==> src/rtl/dram_rd_arbiter_if.sv <==
// DRAM read-port arbiter bus: requester descriptors, destination flow
// control and the shared read strobe/steering returned to the datapath.
interface dram_rd_arbiter_if #(
    parameter int ADDR_W = 10,
    parameter int LEN_W  = 8
);
    logic [2:0]        req;
    logic [ADDR_W-1:0] req_addr0;
    logic [ADDR_W-1:0] req_addr1;
    logic [ADDR_W-1:0] req_addr2;
    logic [LEN_W-1:0]  req_len0;
    logic [LEN_W-1:0]  req_len1;
    logic [LEN_W-1:0]  req_len2;
    logic [2:0]        dst_ready;
    logic [ADDR_W-1:0] DRAMreadAddr;
    logic              DRAMreadEn;
    logic              rd_valid;
    logic [1:0]        rd_sel;
    logic [2:0]        grant;
    logic [2:0]        done;
    logic              busy;

    modport master (
        output req,
        output req_addr0, req_addr1, req_addr2,
        output req_len0, req_len1, req_len2,
        output dst_ready,
        input  DRAMreadAddr, DRAMreadEn,
        input  rd_valid, rd_sel,
        input  grant, done, busy
    );

    modport slave (
        input  req,
        input  req_addr0, req_addr1, req_addr2,
        input  req_len0, req_len1, req_len2,
        input  dst_ready,
        output DRAMreadAddr, DRAMreadEn,
        output rd_valid, rd_sel,
        output grant, done, busy
    );
endinterface

==> src/rtl/dram_rd_arbiter.sv <==
// Round-robin owner of the single DRAM read port for the bias, weight and
// ifmap loaders; issues one address per cycle and aligns data-valid steering.
module dram_rd_arbiter #(
    parameter int ADDR_W = 10,
    parameter int LEN_W  = 8,
    parameter int RD_LAT = 1
) (
    input logic clk,
    input logic rst,
    dram_rd_arbiter_if.slave bus
);
    typedef enum logic [1:0] {
        IDLE,
        ISSUE,
        DRAIN
    } state_t;

    state_t            state;
    state_t            stateNext;
    logic [1:0]        gIdx;
    logic [1:0]        gIdxNext;
    logic [1:0]        lastWin;
    logic [1:0]        lastWinNext;
    logic [ADDR_W-1:0] curAddr;
    logic [ADDR_W-1:0] curAddrNext;
    logic [LEN_W-1:0]  curCnt;
    logic [LEN_W-1:0]  curCntNext;
    logic [2:0]        drainCnt;
    logic [2:0]        drainCntNext;

    logic [1:0]        cand1;
    logic [1:0]        cand2;
    logic [1:0]        winner;
    logic [ADDR_W-1:0] descAddr;
    logic [LEN_W-1:0]  descLen;
    logic              readEn;
    logic              doneNow;

    logic [RD_LAT-1:0] vPipe;
    logic [1:0]        sPipe [RD_LAT];
    logic [1:0]        selHold;

    function automatic logic [1:0] nextIdx(input logic [1:0] i);
        return (i == 2'd2) ? 2'd0 : i + 2'd1;
    endfunction

    // Search order last+1, last+2, last keeps any waiter ahead of a repeat.
    always_comb begin
        cand1 = nextIdx(lastWin);
        cand2 = nextIdx(cand1);
        if (bus.req[cand1]) begin
            winner = cand1;
        end else if (bus.req[cand2]) begin
            winner = cand2;
        end else begin
            winner = lastWin;
        end
    end

    always_comb begin
        descAddr = bus.req_addr0;
        descLen  = bus.req_len0;
        if (winner == 2'd1) begin
            descAddr = bus.req_addr1;
            descLen  = bus.req_len1;
        end else if (winner == 2'd2) begin
            descAddr = bus.req_addr2;
            descLen  = bus.req_len2;
        end
    end

    always_ff @(posedge clk) begin
        if (rst) begin
            state    <= IDLE;
            gIdx     <= 2'd0;
            lastWin  <= 2'd2;
            curAddr  <= '0;
            curCnt   <= '0;
            drainCnt <= '0;
        end else begin
            state    <= stateNext;
            gIdx     <= gIdxNext;
            lastWin  <= lastWinNext;
            curAddr  <= curAddrNext;
            curCnt   <= curCntNext;
            drainCnt <= drainCntNext;
        end
    end

    always_comb begin
        stateNext    = state;
        gIdxNext     = gIdx;
        lastWinNext  = lastWin;
        curAddrNext  = curAddr;
        curCntNext   = curCnt;
        drainCntNext = drainCnt;
        readEn       = 1'b0;
        doneNow      = 1'b0;
        unique case (state)
            IDLE: begin
                if (|bus.req) begin
                    stateNext   = ISSUE;
                    gIdxNext    = winner;
                    lastWinNext = winner;
                    curAddrNext = descAddr;
                    curCntNext  = descLen;
                end
            end
            ISSUE: begin
                if (curCnt == '0) begin
                    doneNow   = 1'b1;
                    stateNext = IDLE;
                end else if (bus.dst_ready[gIdx]) begin
                    readEn      = 1'b1;
                    curAddrNext = curAddr + 1'b1;
                    curCntNext  = curCnt - 1'b1;
                    if (curCnt == LEN_W'(1)) begin
                        stateNext    = DRAIN;
                        drainCntNext = 3'(RD_LAT - 1);
                    end
                end
            end
            DRAIN: begin
                // Final cycle lines up with rd_valid of the last beat.
                if (drainCnt == '0) begin
                    doneNow   = 1'b1;
                    stateNext = IDLE;
                end else begin
                    drainCntNext = drainCnt - 1'b1;
                end
            end
            default: stateNext = IDLE;
        endcase
    end

    always_ff @(posedge clk) begin
        if (rst) begin
            vPipe   <= '0;
            selHold <= 2'd0;
            for (int i = 0; i < RD_LAT; i++) begin
                sPipe[i] <= 2'd0;
            end
        end else begin
            vPipe[0] <= readEn;
            sPipe[0] <= gIdx;
            for (int i = 1; i < RD_LAT; i++) begin
                vPipe[i] <= vPipe[i-1];
                sPipe[i] <= sPipe[i-1];
            end
            if (vPipe[RD_LAT-1]) begin
                selHold <= sPipe[RD_LAT-1];
            end
        end
    end

    assign bus.DRAMreadAddr = curAddr;
    assign bus.DRAMreadEn   = readEn;
    assign bus.rd_valid     = vPipe[RD_LAT-1];
    assign bus.rd_sel       = vPipe[RD_LAT-1] ? sPipe[RD_LAT-1] : selHold;
    assign bus.busy         = (state != IDLE);
    assign bus.grant        = (state != IDLE) ? (3'b001 << gIdx) : 3'b000;
    assign bus.done         = doneNow ? (3'b001 << gIdx) : 3'b000;
endmodule
==> src/flat_wrapper.sv <==
// flat-port wrapper written by rule: the top's interface ports become plain ports
module dram_rd_arbiter_flat 
#(
    parameter int ADDR_W = 10,
    parameter int LEN_W  = 8,
    parameter int RD_LAT = 1
)
  (clk, rst, bus_req, bus_req_addr0, bus_req_addr1, bus_req_addr2, bus_req_len0, bus_req_len1, bus_req_len2, bus_dst_ready, bus_DRAMreadAddr, bus_DRAMreadEn, bus_rd_valid, bus_rd_sel, bus_grant, bus_done, bus_busy);
  dram_rd_arbiter_if #(.ADDR_W(ADDR_W), .LEN_W(LEN_W)) bus_i ();
  input logic clk;
  input logic rst;
  input wire logic [$bits(bus_i.req)-1:0] bus_req;
  input wire logic [$bits(bus_i.req_addr0)-1:0] bus_req_addr0;
  input wire logic [$bits(bus_i.req_addr1)-1:0] bus_req_addr1;
  input wire logic [$bits(bus_i.req_addr2)-1:0] bus_req_addr2;
  input wire logic [$bits(bus_i.req_len0)-1:0] bus_req_len0;
  input wire logic [$bits(bus_i.req_len1)-1:0] bus_req_len1;
  input wire logic [$bits(bus_i.req_len2)-1:0] bus_req_len2;
  input wire logic [$bits(bus_i.dst_ready)-1:0] bus_dst_ready;
  output wire logic [$bits(bus_i.DRAMreadAddr)-1:0] bus_DRAMreadAddr;
  output wire logic [$bits(bus_i.DRAMreadEn)-1:0] bus_DRAMreadEn;
  output wire logic [$bits(bus_i.rd_valid)-1:0] bus_rd_valid;
  output wire logic [$bits(bus_i.rd_sel)-1:0] bus_rd_sel;
  output wire logic [$bits(bus_i.grant)-1:0] bus_grant;
  output wire logic [$bits(bus_i.done)-1:0] bus_done;
  output wire logic [$bits(bus_i.busy)-1:0] bus_busy;
  assign bus_i.req = bus_req;
  assign bus_i.req_addr0 = bus_req_addr0;
  assign bus_i.req_addr1 = bus_req_addr1;
  assign bus_i.req_addr2 = bus_req_addr2;
  assign bus_i.req_len0 = bus_req_len0;
  assign bus_i.req_len1 = bus_req_len1;
  assign bus_i.req_len2 = bus_req_len2;
  assign bus_i.dst_ready = bus_dst_ready;
  assign bus_DRAMreadAddr = bus_i.DRAMreadAddr;
  assign bus_DRAMreadEn = bus_i.DRAMreadEn;
  assign bus_rd_valid = bus_i.rd_valid;
  assign bus_rd_sel = bus_i.rd_sel;
  assign bus_grant = bus_i.grant;
  assign bus_done = bus_i.done;
  assign bus_busy = bus_i.busy;
  dram_rd_arbiter #(.ADDR_W(ADDR_W), .LEN_W(LEN_W), .RD_LAT(RD_LAT)) u_core (.clk(clk), .rst(rst), .bus(bus_i));
endmodule
==> config.mk <==
export PLATFORM = sky130hd
export DESIGN_NAME = dram_rd_arbiter_flat
export DESIGN_NICKNAME = d
export VERILOG_FILES = /design/src/rtl/dram_rd_arbiter_if.sv /design/src/rtl/dram_rd_arbiter.sv /design/src/flat_wrapper.sv
export SDC_FILE = /design/constraint.sdc
export NUM_CORES = 1
export LEC_CHECK = 0
export CAP_MARGIN = 20
export CORE_UTILIZATION = 48
export CTS_CLUSTER_SIZE = 16
export DETAILED_ROUTE_END_ITERATION = 8
export PLACE_DENSITY = 0.87
export SKIP_CTS_REPAIR_TIMING = 1
export SYNTH_ARGS = -nofsm -noshare
export SYNTH_HDL_FRONTEND = slang
export SYNTH_SLANG_ARGS = --single-unit
==> constraint.sdc <==
create_clock -name clk -period 4.18 [get_ports clk]
set_input_delay 0.627 -clock clk [delete_from_list [all_inputs] [get_ports clk]]
set_output_delay 0.627 -clock clk [all_outputs]
set_load 0.05 [all_outputs]
* Word-level counts from Yosys, hierarchy flattened
Memories as Yosys holds them, arrays and structs flattened.
Cells that the tools add are included.
** Word-level totals
- Bits in writable memories :: 2
- Register bits after elaboration :: 30
- Memories kept :: 1
- Logic and storage cells :: 92
- Bits of input ports :: 62
** Memories
- u_core.sPipe :: words 1, bits a word 2, rd ports 1, clocked after memory_dff 0, wr ports 1, line dram_rd_arbiter.sv:40 : logic [1:0] sPipe [RD_LAT];
** Operators by class
- Add/sub/neg operators :: 5
- Shift-type cells :: 1
- Eq/ne operators :: 15
- Mux-type cells :: 47
- $lt $le $gt $ge :: 3
- Reductions and logical operators :: 12
** Operator list (number)
- 10-bit two-way mux :: 5
- 8-bit two-way mux :: 5
- 2-bit two-way mux :: 11
- 10-bit one-hot mux with 2 select lines :: 1
- 3-bit two-way mux :: 6
- 8-bit one-hot mux with 2 select lines :: 1
- 1-bit two-way mux :: 12
- 10-bit by 1-bit adder with 10-bit output (second input constant) :: 1
- 2-bit by 3-bit less-than comparator with 1-bit output (second input constant) :: 3
- 2-bit == test (second input constant) :: 4
- 8-bit by 1-bit == test with 1-bit output (second input constant) :: 1
- 8-bit zero test :: 1
- 2-bit by 1-bit inequality test with 1-bit output (second input constant) :: 4
- 4-bit AND reduction :: 2
- 8-bit by 1-bit subtractor with 8-bit output (second input constant) :: 1
- 1-bit binary-select mux with 2-bit select :: 3
- 3-bit by 1-bit inequality test with 1-bit output (second input constant) :: 2
- 2-bit one-hot mux with 3 select lines :: 1
- 3-bit one-hot mux with 2 select lines :: 1
- 2-bit nonzero test :: 3
- 5-bit AND reduction :: 1
- 2-bit by 1-bit adder with 2-bit output (second input constant) :: 2
- 2-bit by 1-bit == test with 1-bit output (second input constant) :: 2
- 2-bit inequality test (second input constant) :: 2
- 8 further kinds :: 8

* Longest topological paths before layout
Gate-level depths: netlist of run 1.
- Depth after elaboration :: 13
- Gate-level depth with buffers :: 8
- Gate-level depth less buffers :: 7

* Worst setup path after synthesis of run 1
No wires, ideal clock.
- Path type :: register to output
- Start point :: reg u_core.curCnt[3]
- End point :: out bus_done[2]
- Stages on the path, launching flop included :: 7
- Required time :: 3553 ps
- Slack :: 883 ps
- Arrival :: 2670 ps
- Buffers on the path :: 1
- Cells stage by stage :: dfxtp_1 or3_1 buf_2 or4_4 nor3_1 o21ai_0 nor3b_1
** Between the ends
- Cells in the longest elaborated chain, start to end :: 4
** Ends and longest elaborated chain
- from (decl) :: line dram_rd_arbiter.sv:26 : logic [LEN_W-1:0] curCnt;
- from (signal assigned) :: line dram_rd_arbiter.sv:85 : curCnt <= curCntNext;
- 8-bit zero test :: line dram_rd_arbiter.sv:110 : if (curCnt == '0) begin
- 1-bit two-way mux :: line dram_rd_arbiter.sv:110
- 1-bit one-hot mux with 2 select lines :: line dram_rd_arbiter.sv:99 : unique case (state)
- 3-bit two-way mux :: line dram_rd_arbiter.sv:162 : assign bus.done = doneNow ? (3'b001 << gIdx) : 3'b000;
- to (decl) :: line flat_wrapper.sv:25 : output wire logic [$bits(bus_i.done)-1:0] bus_done;
No other way between the ends.

* Final worst setup path of run 1
Ends and elaborated chain as after synthesis.

==> results.toml, run 1 <==
[timing]
setup_viol = 0
period_minus_slack_ns = 3.55
tightestPinTransition_ns = 1.02
slew_headroom_pct = 31.9
skew_ns = 0.00160
fin_tns_setup_ns = 0
rsz0062_at_grt = "no"
maxSlewViolCount = 0
hold_viol = 0
fin_crit_sh_pct = 84.9
fmax_mhz = 282
fin_ws_ns = 0.631

[synth]
syn_inst = 261
avgSynthCellArea_um2 = 8.27
async_flop_share_pct = 0
ys_seq_area_share_pct = 28.7
syn_area_um2 = 2160
ys.flop_type = "dfxtp_1"
synth_edf_count = 0
yosysTopAreaCell = "dfxtp_1"
synth_warnings = 0
postSynthNetCount = 332
yosys.area.top_type_share_pct = 28.7
synthTopCellsByArea = "dfxtp_1 (29%), mux2_2 (11%), ha_1 (5.2%)"
ys_types = 44
ys_top_cells_by_count = "dfxtp_1 (31), mux2_2 (21), nand2_1 (21), nor2_1 (21), inv_1 (17)"
ys_ff_latch = 31
yosysMostFrequentCell = "dfxtp_1"

[worst_setup_path]
ff2ff_path_depth = 7
startpoint = "u_core.curCnt[3]"
cp-start-kind = "register"
worstPathRequired_ns = 3.55
end_kind = "primary output"
r2r-start = "u_core.state[0]"
slowest_delay_ns = 0.84
r2r_end = "u_core.curCnt[7]"
cpMaxStageDelayCell = "clkdlybuf4s50_1"
critPathMaxFanout = 7
path_cells = "or3_1 > or4_4 > nor3_1 > o21ai_0 > nor3b_1 > clkdlybuf4s50_1"
regToRegSetupSlack_ns = 1.48
worstSetupPathType = "register to primary output"
crit_arrival_ns = 2.92

[placement]
numPortBuffers = 82
pre_cts_slack_ns = 0.956
place_hpwl_um = 4170
gp_congestion = 0.846

[routing]
wirelength_um = 5820
dr.first_iter.drc_count = 331
vias_per_cell = 5.87
vias = 2291
drt_pre_antenna_iters = 6
ant_nets = 0
remaining_drc_errors = 0
routedWlPerCell_um = 14.9

[layout]
final_util_pct = 72.0
syn_to_final_growth_pct = 44.3
fin_nets = 408
antenna_cells = 0
multi_input_area_um2 = 1420
regArea_um2 = 621
drive_gt1_share_pct = 11.8
nFillCells = 341

[floorplanning]
core-area_um2 = 4320
ioPinCount = 83
fp-row-count = 24
start_util_pct = 49.9
die_area_um2 = 4770
fp.dieW_um = 69.1
die-height_um = 69.1

[global_routing]
grt_use_total_pct = 25.8
use_met1_pct = 33.5
grt_pass1_vias = 2242
grtUsageMet3_pct = 5.56
grt_pass1_wl_um = 10200
grt_max_degree = 29
antenna_found_initial = 0
grt_overflow_total = 0
globalRouteMet2Util_pct = 41.2
busiest_layer = "met2"

[pwr]
power.switching_uw = 1030
seqPwrFrac_pct = 24.6
powerDensity_nw_per_um2 = 682
power_leakage_uw = 0.00119
internal_power_uw = 1090
pwr-share-clk_pct = 12.4
ir_worst_vdd_mv = 0.289
finalPower_uw = 2130
power_frac_comb_pct = 63.0
switching_share_pct = 48.5

[clock_network]
cts_tree = "built"
cts_root_buf = "clkbuf_8"
cts.htree.levels = 2
cts.clk_slew.worst_paths_ns = 0.06
insertion_delay_ns = 0.29
clockBufferDepth = 2
cts_buffers = 5
cts_sinks = 31

[hold_path]
hold_class = "register to register"
whs_endpoint = "u_core.curCnt[4]"
hold_depth = 1
min-delay-start = "u_core.curCnt[4]"

[flow_run]
maxCapViolations = 0

[outcome]
status = "complete, no violations"
[layout make-up]
| cell class | count | share of cell area, % |
|---|---|---|
| clock buffers | 8 | 3.21 |
| inverters | 17 | 2.05 |
| multi-input cells | 196 | 45.4 |
| flip-flops and latches | 31 | 19.9 |
| well taps | 52 | 2.09 |
| repair buffers | 86 | 27.3 |
[per-layer routing]
layer  share of wire [%]  wire length (µm)
met1                  44              2530
met4                 1.4                79
met3                 7.9               461
met5                   0                 0
met2                  47              2750
[kinds of logic (layout without fill, tap and decap cells)]
group / Yosys count / count (layout) / share of synthesized area, %
AND/OR/NAND/NOR: 92 / 92 / 21.8
adder cells (fa/ha/maj): 9 / 9 / 5.21
AO/OA/AOI/OAI: 67 / 67 / 24.2
flip-flops: 31 / 31 / 28.7
multiplexers: 23 / 23 / 11.9
XOR/XNOR: 5 / 5 / 2.03
buffers and inverters: 34 / 111 / 6.08
[flip-flops by register name, summed over array words and instances (netlist names), 2 cells and up]
name / flops
u_core.bus.DRAMreadAddr: 10
u_core.curCnt: 8
u_core.drainCnt: 3
u_core.lastWin: 2
u_core.sPipe: 2
u_core.selHold: 2
u_core.state: 2
[how the worst max path moves through the flow]
| stage | slack (ns) | endpoint |
|---|---|---|
| floorplan | 0.88 | bus_done[2] |
| global placement | 1.00 | bus_done[2] |
| detailed placement | 0.96 | bus_done[2] |
| CTS | 0.63 | bus_done[2] |
| global route | 0.44 | bus_done[2] |
| finish | 0.63 | bus_done[2] |
[worst max-delay path, delay by kind of cell (launching register included)]
kind,cells,cell delay [ns]
flip-flops,1,0.34
buffers and inverters,1,0.84
AND/OR/NAND/NOR,4,1.31
AO/OA/AOI/OAI,1,0.15
[power by group through the flow]
stage | combinational [µW] | sequential, µW | clock [µW]
after CTS | 1330 | 518 | 265
after global routing | 1460 | 539 | 284
after detailed placement | 1320 | 524 | 0
final | 1340 | 524 | 264
after global placement | 1300 | 518 | 0
after floorplan | 850 | 629 | 0
[cells in the final DEF (no fill, tap or decap), drive strengths merged, types with 4 or more instances in the layout]
cell,instances
a211oi,5
a21oi,6
a221o,9
a222oi,4
a22oi,5
a311oi,5
a32o,9
and2,4
buf,4
clkbuf,8
clkdlybuf4s50,82
dfxtp,31
ha,9
inv,17
mux2,21
nand2,21
nand3,7
nor2,21
nor2b,5
nor3,11
o21ai,15
[through the flow]
stage	cell area (µm²)	cells	hold WS, ns
global placement	3020	382	0.466
CTS	3120	390	0.496
finish	3120	390	0.496
global route	3120	390	0.529
floorplan	2160	261	0.452
detailed placement	3020	382	0.486
(Power assumes the default switching activity.)
==> run 2, diff against run 1 <==
--- a/config.mk
+++ b/config.mk
@@ -6,10 +6,10 @@
 export NUM_CORES = 1
 export LEC_CHECK = 0
 export CAP_MARGIN = 20
-export CORE_UTILIZATION = 48
+export CORE_UTILIZATION = 44
 export CTS_CLUSTER_SIZE = 16
 export DETAILED_ROUTE_END_ITERATION = 8
-export PLACE_DENSITY = 0.87
+export PLACE_DENSITY = 0.8
 export SKIP_CTS_REPAIR_TIMING = 1
 export SYNTH_ARGS = -nofsm -noshare
 export SYNTH_HDL_FRONTEND = slang
==> constraint.sdc (replaced) <==
create_clock -name clk -period 3.6 [get_ports clk]
set_input_delay 0.54 -clock clk [delete_from_list [all_inputs] [get_ports clk]]
set_output_delay 0.54 -clock clk [all_outputs]
set_load 0.05 [all_outputs]
==> results.toml, run 2 (synthesized netlist as in run 1, its figures left out) <==
[hold_path]
min-delay-start = "u_core.state[0]"
whs_endpoint = "u_core.state[0]"
hold_depth = 2
hold_class = "register to register"

[placement]
placedCellCount = 398
gp_congestion = 0.857
numPortBuffers = 82
place_hpwl_um = 4160

[worst_setup_path]
worstPathRequired_ns = 3.06
worstSetupPathType = "register to primary output"
r2r-start = "u_core.lastWin[0]"
critPathMaxFanout = 7
regToRegSetupSlack_ns = 1.14
startpoint = "u_core.curCnt[3]"
cp-start-kind = "register"
crit_arrival_ns = 2.89
r2r_end = "u_core.curCnt[3]"
ff2ff_path_depth = 5
end_kind = "primary output"

[global_routing]
grt_max_degree = 28
grt_overflow_total = 0
grt_pass1_wl_um = 9470
antenna_found_initial = 0
grt_pass1_vias = 2077
grt_use_total_pct = 23.1

[floorplanning]
core-area_um2 = 4720
start_util_pct = 45.7
die-height_um = 72.1
ioPinCount = 83
fp.dieW_um = 72.1
fp-row-count = 25
die_area_um2 = 5190

[layout]
drive_gt1_share_pct = 11.8
layout_commonest_cell = "clkdlybuf4s50_1"
syn_to_final_growth_pct = 44.3
largest_reg_flops = 10
layout.cells.non_filler = 406
antenna_cells = 0
fin_nets = 409
layout_common_cells = "clkdlybuf4s50_1 (81), dfxtp_1 (31), nor2_1 (21), mux2_2 (21), nand2_1 (21)"
nFillCells = 416

[timing]
slew_headroom_pct = 52.5
hold_ws_ns = 0.485
maxSlewViolCount = 0
fin_crit_sh_pct = 95.2
setup_viol = 0
fmax_mhz = 292
skew_ns = 0.00872
fin_tns_setup_ns = 0
rsz0062_at_grt = "no"
hold_viol = 0
tightestPinTransition_ns = 0.713
period_minus_slack_ns = 3.43

[clock_network]
cts_tree = "built"
cts_sinks = 31
clockBufferDepth = 2
cts_root_buf = "clkbuf_8"
cts.clk_slew.worst_paths_ns = 0.07
cts.htree.levels = 2
cts_buffers = 5
insertion_delay_ns = 0.28

[pwr]
powerDensity_nw_per_um2 = 780
power_leakage_uw = 0.00119
ir_worst_vdd_mv = 0.382
finalPower_uw = 2430

[routing]
remaining_drc_errors = 0
vias = 2286
routedWlPerCell_um = 14.4
ant_nets = 0
wirelength_um = 5860
dr.first_iter.drc_count = 183
drt_pre_antenna_iters = 6
vias_per_cell = 5.63

[outcome]
status = "complete, no violations"

[flow_run]
maxCapViolations = 0
[run 2: cell type report]
class                      count  area (µm²)  area share, %
multi-input combinational    196        1410           45.3
timing repair buffer          87         856           27.5
sequential                    31         621           19.9
tap                           67        83.8           2.69
clock buffer                   7        76.3           2.45
inverter                      17        63.8           2.05
clock inverter                 1        5.00          0.161
[run 2: report_power, final]
part	switching (µW)	internal (µW)
Combinational	920	640
Sequential	145	462
Clock	130	136
[run 2: worst max-delay path, stage by stage (launching register included)]
cell	delay, ns
dfxtp_1	0.34
or3_1	0.49
or4_4	0.48
nor3_1	0.15
o21ai_0	0.16
nor3_1	0.16
clkdlybuf4s50_1	0.83
[run 2: how the worst max path moves through the flow]
stage                     cells after the start     endpoint  slack [ns]
final                                         6  bus_done[0]        0.17
after global routing                          6  bus_done[0]        0.06
after CTS                                     6  bus_done[0]        0.19
after detailed placement                      6  bus_done[0]        0.51
after global placement                        6  bus_done[0]        0.55
after floorplan                               6  bus_done[2]        0.39
[run 2: layer usage]
| layer | routed length [µm] | vias to the layer above | GRT usage [%] | share of wire (%) |
|---|---|---|---|---|
| met5 | 0 | - | 0 | 0 |
| met4 | 66 | 0 | 5.88 | 1.1 |
| met3 | 364 | 9 | 5.42 | 6.2 |
| met2 | 2810 | 84 | 37.8 | 48 |
| met1 | 2620 | 1064 | 30.7 | 45 |
| li1 | - | 1129 | - | - |
[run 2: through the flow]
step / util [%] / area (µm²) / setup slack [ns]
2_1_floorplan: - / 2160 / 0.390
3_3_place_gp: 64.3 / 3040 / 0.547
3_5_place_dp: 64.3 / 3040 / 0.509
4_1_cts: 66.0 / 3120 / 0.195
5_1_grt: 66.0 / 3120 / 0.0628
6_report: 66.0 / 3120 / 0.172
==> variant 1, RTL diff (settings of run 2) <==
`LEN_W` is set to 8 in 3 places; all go to 16.
--- a/src/rtl/dram_rd_arbiter_if.sv
+++ b/src/rtl/dram_rd_arbiter_if.sv
@@ -2,7 +2,7 @@
 // control and the shared read strobe/steering returned to the datapath.
 interface dram_rd_arbiter_if #(
     parameter int ADDR_W = 10,
-    parameter int LEN_W  = 8
+    parameter int LEN_W  = 16
 );
     logic [2:0]        req;
     logic [ADDR_W-1:0] req_addr0;
--- a/src/rtl/dram_rd_arbiter.sv
+++ b/src/rtl/dram_rd_arbiter.sv
@@ -2,7 +2,7 @@
 // ifmap loaders; issues one address per cycle and aligns data-valid steering.
 module dram_rd_arbiter #(
     parameter int ADDR_W = 10,
-    parameter int LEN_W  = 8,
+    parameter int LEN_W  = 16,
     parameter int RD_LAT = 1
 ) (
     input logic clk,
--- a/src/flat_wrapper.sv
+++ b/src/flat_wrapper.sv
@@ -2,7 +2,7 @@
 module dram_rd_arbiter_flat 
 #(
     parameter int ADDR_W = 10,
-    parameter int LEN_W  = 8,
+    parameter int LEN_W  = 16,
     parameter int RD_LAT = 1
 )
   (clk, rst, bus_req, bus_req_addr0, bus_req_addr1, bus_req_addr2, bus_req_len0, bus_req_len1, bus_req_len2, bus_dst_ready, bus_DRAMreadAddr, bus_DRAMreadEn, bus_rd_valid, bus_rd_sel, bus_grant, bus_done, bus_busy);
Interface: changed (resized bus_req_len0, bus_req_len1 and bus_req_len2); port bits go from 83 to 107. No check against the original RTL was run, so the function may have changed too.
==> variant 1 against run 2 <==
Setup slack better by 220 ps; design area rose by 32%; register-to-register slack got worse by 200 ps; maximum frequency grew 7.0%; area after synthesis increased by 33%; wire length grew 50%; sequential cell count up 8; critical path depth increased by 2; power fell by 7.1%; first-iteration DRC count up 3.3%; global-route usage grew 4.2 points; worst hold slack got worse by 4.9 ps; critical path type unchanged; highest routed layer unchanged.
==> variant 1: results (changes against run 2) <==
Reg2Reg Depth - 9 (+4)
Final setup skew - 2.741 ps (-5.984 ps)
Max VDD drop - 368.1 uV (-3.6%)
Largest net degree at the start of global routing - 39 (+39%)
Slowest CP cell - ha_1
CP arrival - 2660 ps (-230 ps)
Rel. slew slack - 0.4608 (-0.06378)
Vias in the first global route - 3124 (+50%)
Latest clock arrival within the worst-skew pair - 300 ps (+20 ps)
DPL Wire Length - 6462 um (+55%)
Max incr delay on CP - 560 ps (-270 ps)
Initial drt markers - 189 (+3.3%)
Fillers - 562 (+35%)
Top cells by count, synth - nand2_1, dfxtp_1, a21oi_1
RR Startpoint - u_core.state[1]$_SDFFE_PP0P_
Leakage - 1.502 nW (+26%)
Routability congestion estimate - 0.8746 (+2.1%)
Hold Startpoint - u_core.drainCnt[1]$_SDFFE_PP0P_
First-pass GRT wire length - 14280 um (+51%)
Vias - 3249 (+42%)
Final nets - 570 (+39%)
R2r endpoint - u_core.bus.DRAMreadAddr[3]$_SDFFE_PP0P_
Number of flip-flops in the largest register - 16 (+6)
Top cells by area, synth - dfxtp_1, nand2_1, a21oi_1
Critical Path Start - u_core.state[1]$_SDFFE_PP0P_
Syn_nets - 475 (+43%)
End point of the worst hold path - u_core.drainCnt[1]$_SDFFE_PP0P_
Sequential area share after synthesis - 0.2728 (-0.01452)
Share of layout cells above drive strength 1 - 0.09434 (-0.02365)
Synth top area share - 0.2728 (-0.01452)
Status - completed
Pint - 0.001220 W (-1.4%)
==> variant 1: changes by cell type after synthesis, sizes merged, moves of 9 or more <==
cell	before	now
buf	3	14
o21ai	15	24
a21oi	6	39
a221o	9	0
a31oi	0	9
mux2	21	2
a211oi	5	14
nand2	21	63
==> variant 1: metrics by stage <==
stage          hold slack (ps)  cells  instance area, um2  setup WS [ps]  total power [W]
2_1_floorplan            445.4    381                2861          742.5         0.001519
3_5_place_dp             474.3    545                3981          498.9         0.001889
6_report                 480.5    554                4109          395.6         0.002258
4_1_cts                  484.5    553                4081          408.7         0.002226
5_1_grt                  519.9    554                4109          217.9         0.002414
3_3_place_gp             456.6    545                3981          623.2         0.001867
==> variant 1: per-layer routing <==
| layer | up-vias | global-route usage | part of all wire |
|---|---|---|---|
| met5 | - | 0 | 0 |
| met1 | 1498 | 0.3186 | 0.41 |
| met4 | 0 | 0.1086 | 0.026 |
| li1 | 1597 | - | - |
| met3 | 19 | 0.06374 | 0.065 |
| met2 | 135 | 0.4787 | 0.50 |
==> variant 1: power groups by stage <==
stage	combinational [W]	clock, W	sequential (W)
after floorplan	0.000760	0	0.000759
after global placement	0.00119	0	0.000674
after detailed placement	0.00121	0	0.000677
after CTS	0.00122	0.000337	0.000669
after global routing	0.00136	0.000361	0.000689
final	0.00125	0.000333	0.000674
==> variant 1: cells by family after synthesis <==
logic type	synth area share
compound gates	0.3030
xor+xnor	0.01225
fa+ha+maj	0.03498
buf+inv	0.06253
flops	0.2728
mux	0.03586
simple gates	0.2785
==> variant 1: final cells by class <==
cell class / instances / area share
well taps: 77 / 0.02345
flip-flops and latches: 39 / 0.1900
inverters: 14 / 0.01279
repair buffers: 113 / 0.2856
multi-input cells: 303 / 0.4638
clock buffers: 8 / 0.02436
==> variant 2, RTL diff (flow settings as in run 2) <==
Made on the original files. Make the reset (`rst`) asynchronous in 2 clocked blocks.
--- a/src/rtl/dram_rd_arbiter.sv
+++ b/src/rtl/dram_rd_arbiter.sv
@@ -69,7 +69,7 @@
         end
     end
 
-    always_ff @(posedge clk) begin
+    always_ff @(posedge clk or posedge rst) begin
         if (rst) begin
             state    <= IDLE;
             gIdx     <= 2'd0;
@@ -133,7 +133,7 @@
         endcase
     end
 
-    always_ff @(posedge clk) begin
+    always_ff @(posedge clk or posedge rst) begin
         if (rst) begin
             vPipe   <= '0;
             selHold <= 2'd0;
Behaviour: differs if rst is asserted again (counterexample within 4 cycles, from zero or initial values and one cycle with rst high); with rst held inactive, the same outputs for 10 cycles.
==> variant 2 against run 2 <==
Sequential cell count unchanged; power grew 18%; first-iteration DRC count down 30%; wire length rose by 11%; critical path depth unchanged; core utilization up 0.53 points; worst hold slack worse by 12 ps; area after synthesis rose by 6.4%; critical endpoint unchanged; count of clock-buffer cells in the layout grew 1; design area rose by 4.1%; setup slack improved by 160 ps; maximum frequency grew 4.9%; largest power group unchanged; largest cell class unchanged.
==> variant 2: results (changes against run 2) <==
Status - completed
Crit path max fanout - 5 (-2)
Rel. slew slack - 0.4816 (-0.04297)
Top cells by count, synth - dfrtp_1, o21ai_0, nand2_1
Slowest CP cell - clkdlybuf4s50_1
Routed len/inst - 15.89 um (+10%)
HP Class - flip-flop to flip-flop
Number of flip-flops in the largest register - 10 (unchanged)
Leakage - 1.358 nW (+14%)
Routability congestion estimate - 0.9045 (+5.6%)
Latest clock arrival within the worst-skew pair - 290 ps
Vias in the first global route - 2241 (+7.9%)
Bufs on Longest Clock Path - 2 (unchanged)
Final nets - 414 (+1.2%)
Unique cell type count in the Yosys netlist - 47 (+6.8%)
Share of layout cells above drive strength 1 - 0.09012 (-0.02788)
Largest net degree at the start of global routing - 31 (+11%)
CTS buffer count - 5 (unchanged)
Placed cells - 402 (+1.0%)
Top cells by area, synth - dfrtp_1, mux2i_1, o21ai_0
DRT Wirelength - 6531 um (+11%)
Syn_nets - 332 (unchanged)
Final setup skew - 6.440 ps (-2.285 ps)
Syn Area/Cell - 8.802 um2 (+6.4%)
CP arrival - 2730 ps (-160 ps)
Global Route Usage Sum - 0.2478 (+0.01676)
Main synth FF type - dfrtp_1
Antenna cells - 0 (unchanged)
DPL Wire Length - 5006 um (+20%)
Max incr delay on CP - 830 ps (about the same)
Synth Warn # - 0 (unchanged)
H-tree depth - 2 (unchanged)
Asr flop ratio synth - 1.000 (+1.000)
Input/output buffers - 82 (unchanged)
Sequential area share after synthesis - 0.3382 (+0.05087)
Clk pin slew, worst setup/hold paths - 60 ps
Number of detailed-route iterations in the first pass - 5 (-1)
First-pass GRT wire length - 10280 um (+8.5%)
Initial antenna violation count - 0 (unchanged)
CTS root buf - clkbuf_8
Max VDD drop - 371.9 uV (-2.6%)
Initial drt markers - 129 (-30%)
Vias per inst - 5.725 (+1.7%)
## variant 2: critical path: cells and delay by family, from the launching register on
kind | cells | cell delay (ps)
buffers and inverters | 1 | 830
AND/OR/NAND/NOR | 4 | 1100
flip-flops | 1 | 420
AO/OA/AOI/OAI | 1 | 90
## variant 2: report_power, final
group          switching [W]  total [W]  internal [W]
registers           0.000190   0.000714      0.000524
clock network       0.000130   0.000267      0.000137
logic                0.00115    0.00189      0.000738
## variant 2: path summary, 6_finish.rpt
kind,startpoint,end,slack (ps),depth (start not counted)
worst max-delay path,u_core.curCnt[4]$_DFFE_PP0P_,bus_done[0],330,6
worst min-delay path,u_core.drainCnt[2]$_DFFE_PP0P_,u_core.drainCnt[2]$_DFFE_PP0P_,470,1
worst max register to register,u_core.state[0]$_DFFE_PP0P_,u_core.curCnt[6]$_DFFE_PP0P_,1060,9
worst min register to register,u_core.drainCnt[2]$_DFFE_PP0P_,u_core.drainCnt[2]$_DFFE_PP0P_,470,1
max in group asynchronous,rst,u_core.lastWin[1]$_DFFE_PP1P_,2210,3
min in group asynchronous,rst,u_core.bus.DRAMreadAddr[7]$_DFFE_PP0P_,650,2
## variant 2: routing by layer
layer / global-route usage / part of all wire / wire length, um / vias up
met2: 0.4061 / 0.47 / 3100 / 87
met5: 0 / 0 / 0 / -
met1: 0.3248 / 0.44 / 2895 / 1122
met3: 0.05014 / 0.059 / 387 / 18
met4: 0.09224 / 0.023 / 148 / 0
li1: - / - / - / 1126
## variant 2: per-stage QoR
stage	worst slack (ps)	utilization	hold slack, ps	instance area, um2	total power (W)
finish	332.2	0.6651	473.6	3246	0.002870
global route	191.6	0.6651	508.1	3246	0.003079
CTS	315.0	0.6641	482.9	3241	0.002867
detailed placement	635.8	0.6477	469.5	3161	0.002596
global placement	671.8	0.6477	462.2	3161	0.002538
floorplan	750.1	-	374.5	2297	0.002068
## variant 2: final cells by class
type / count / area (um2)
multi-input combinational: 202 / 1378
timing repair buffer: 90 / 878.3
tap: 67 / 83.83
fill: 430 / 1634
clock buffer: 8 / 80.08
sequential: 31 / 777.0
inverter: 13 / 48.80
## variant 2: cells by family after synthesis
family	Yosys count	share of synthesized area
compound gates	84	0.2413
fa+ha+maj	9	0.04902
buf+inv	28	0.06481
mux	28	0.1291
flops	31	0.3382
simple gates	81	0.1776
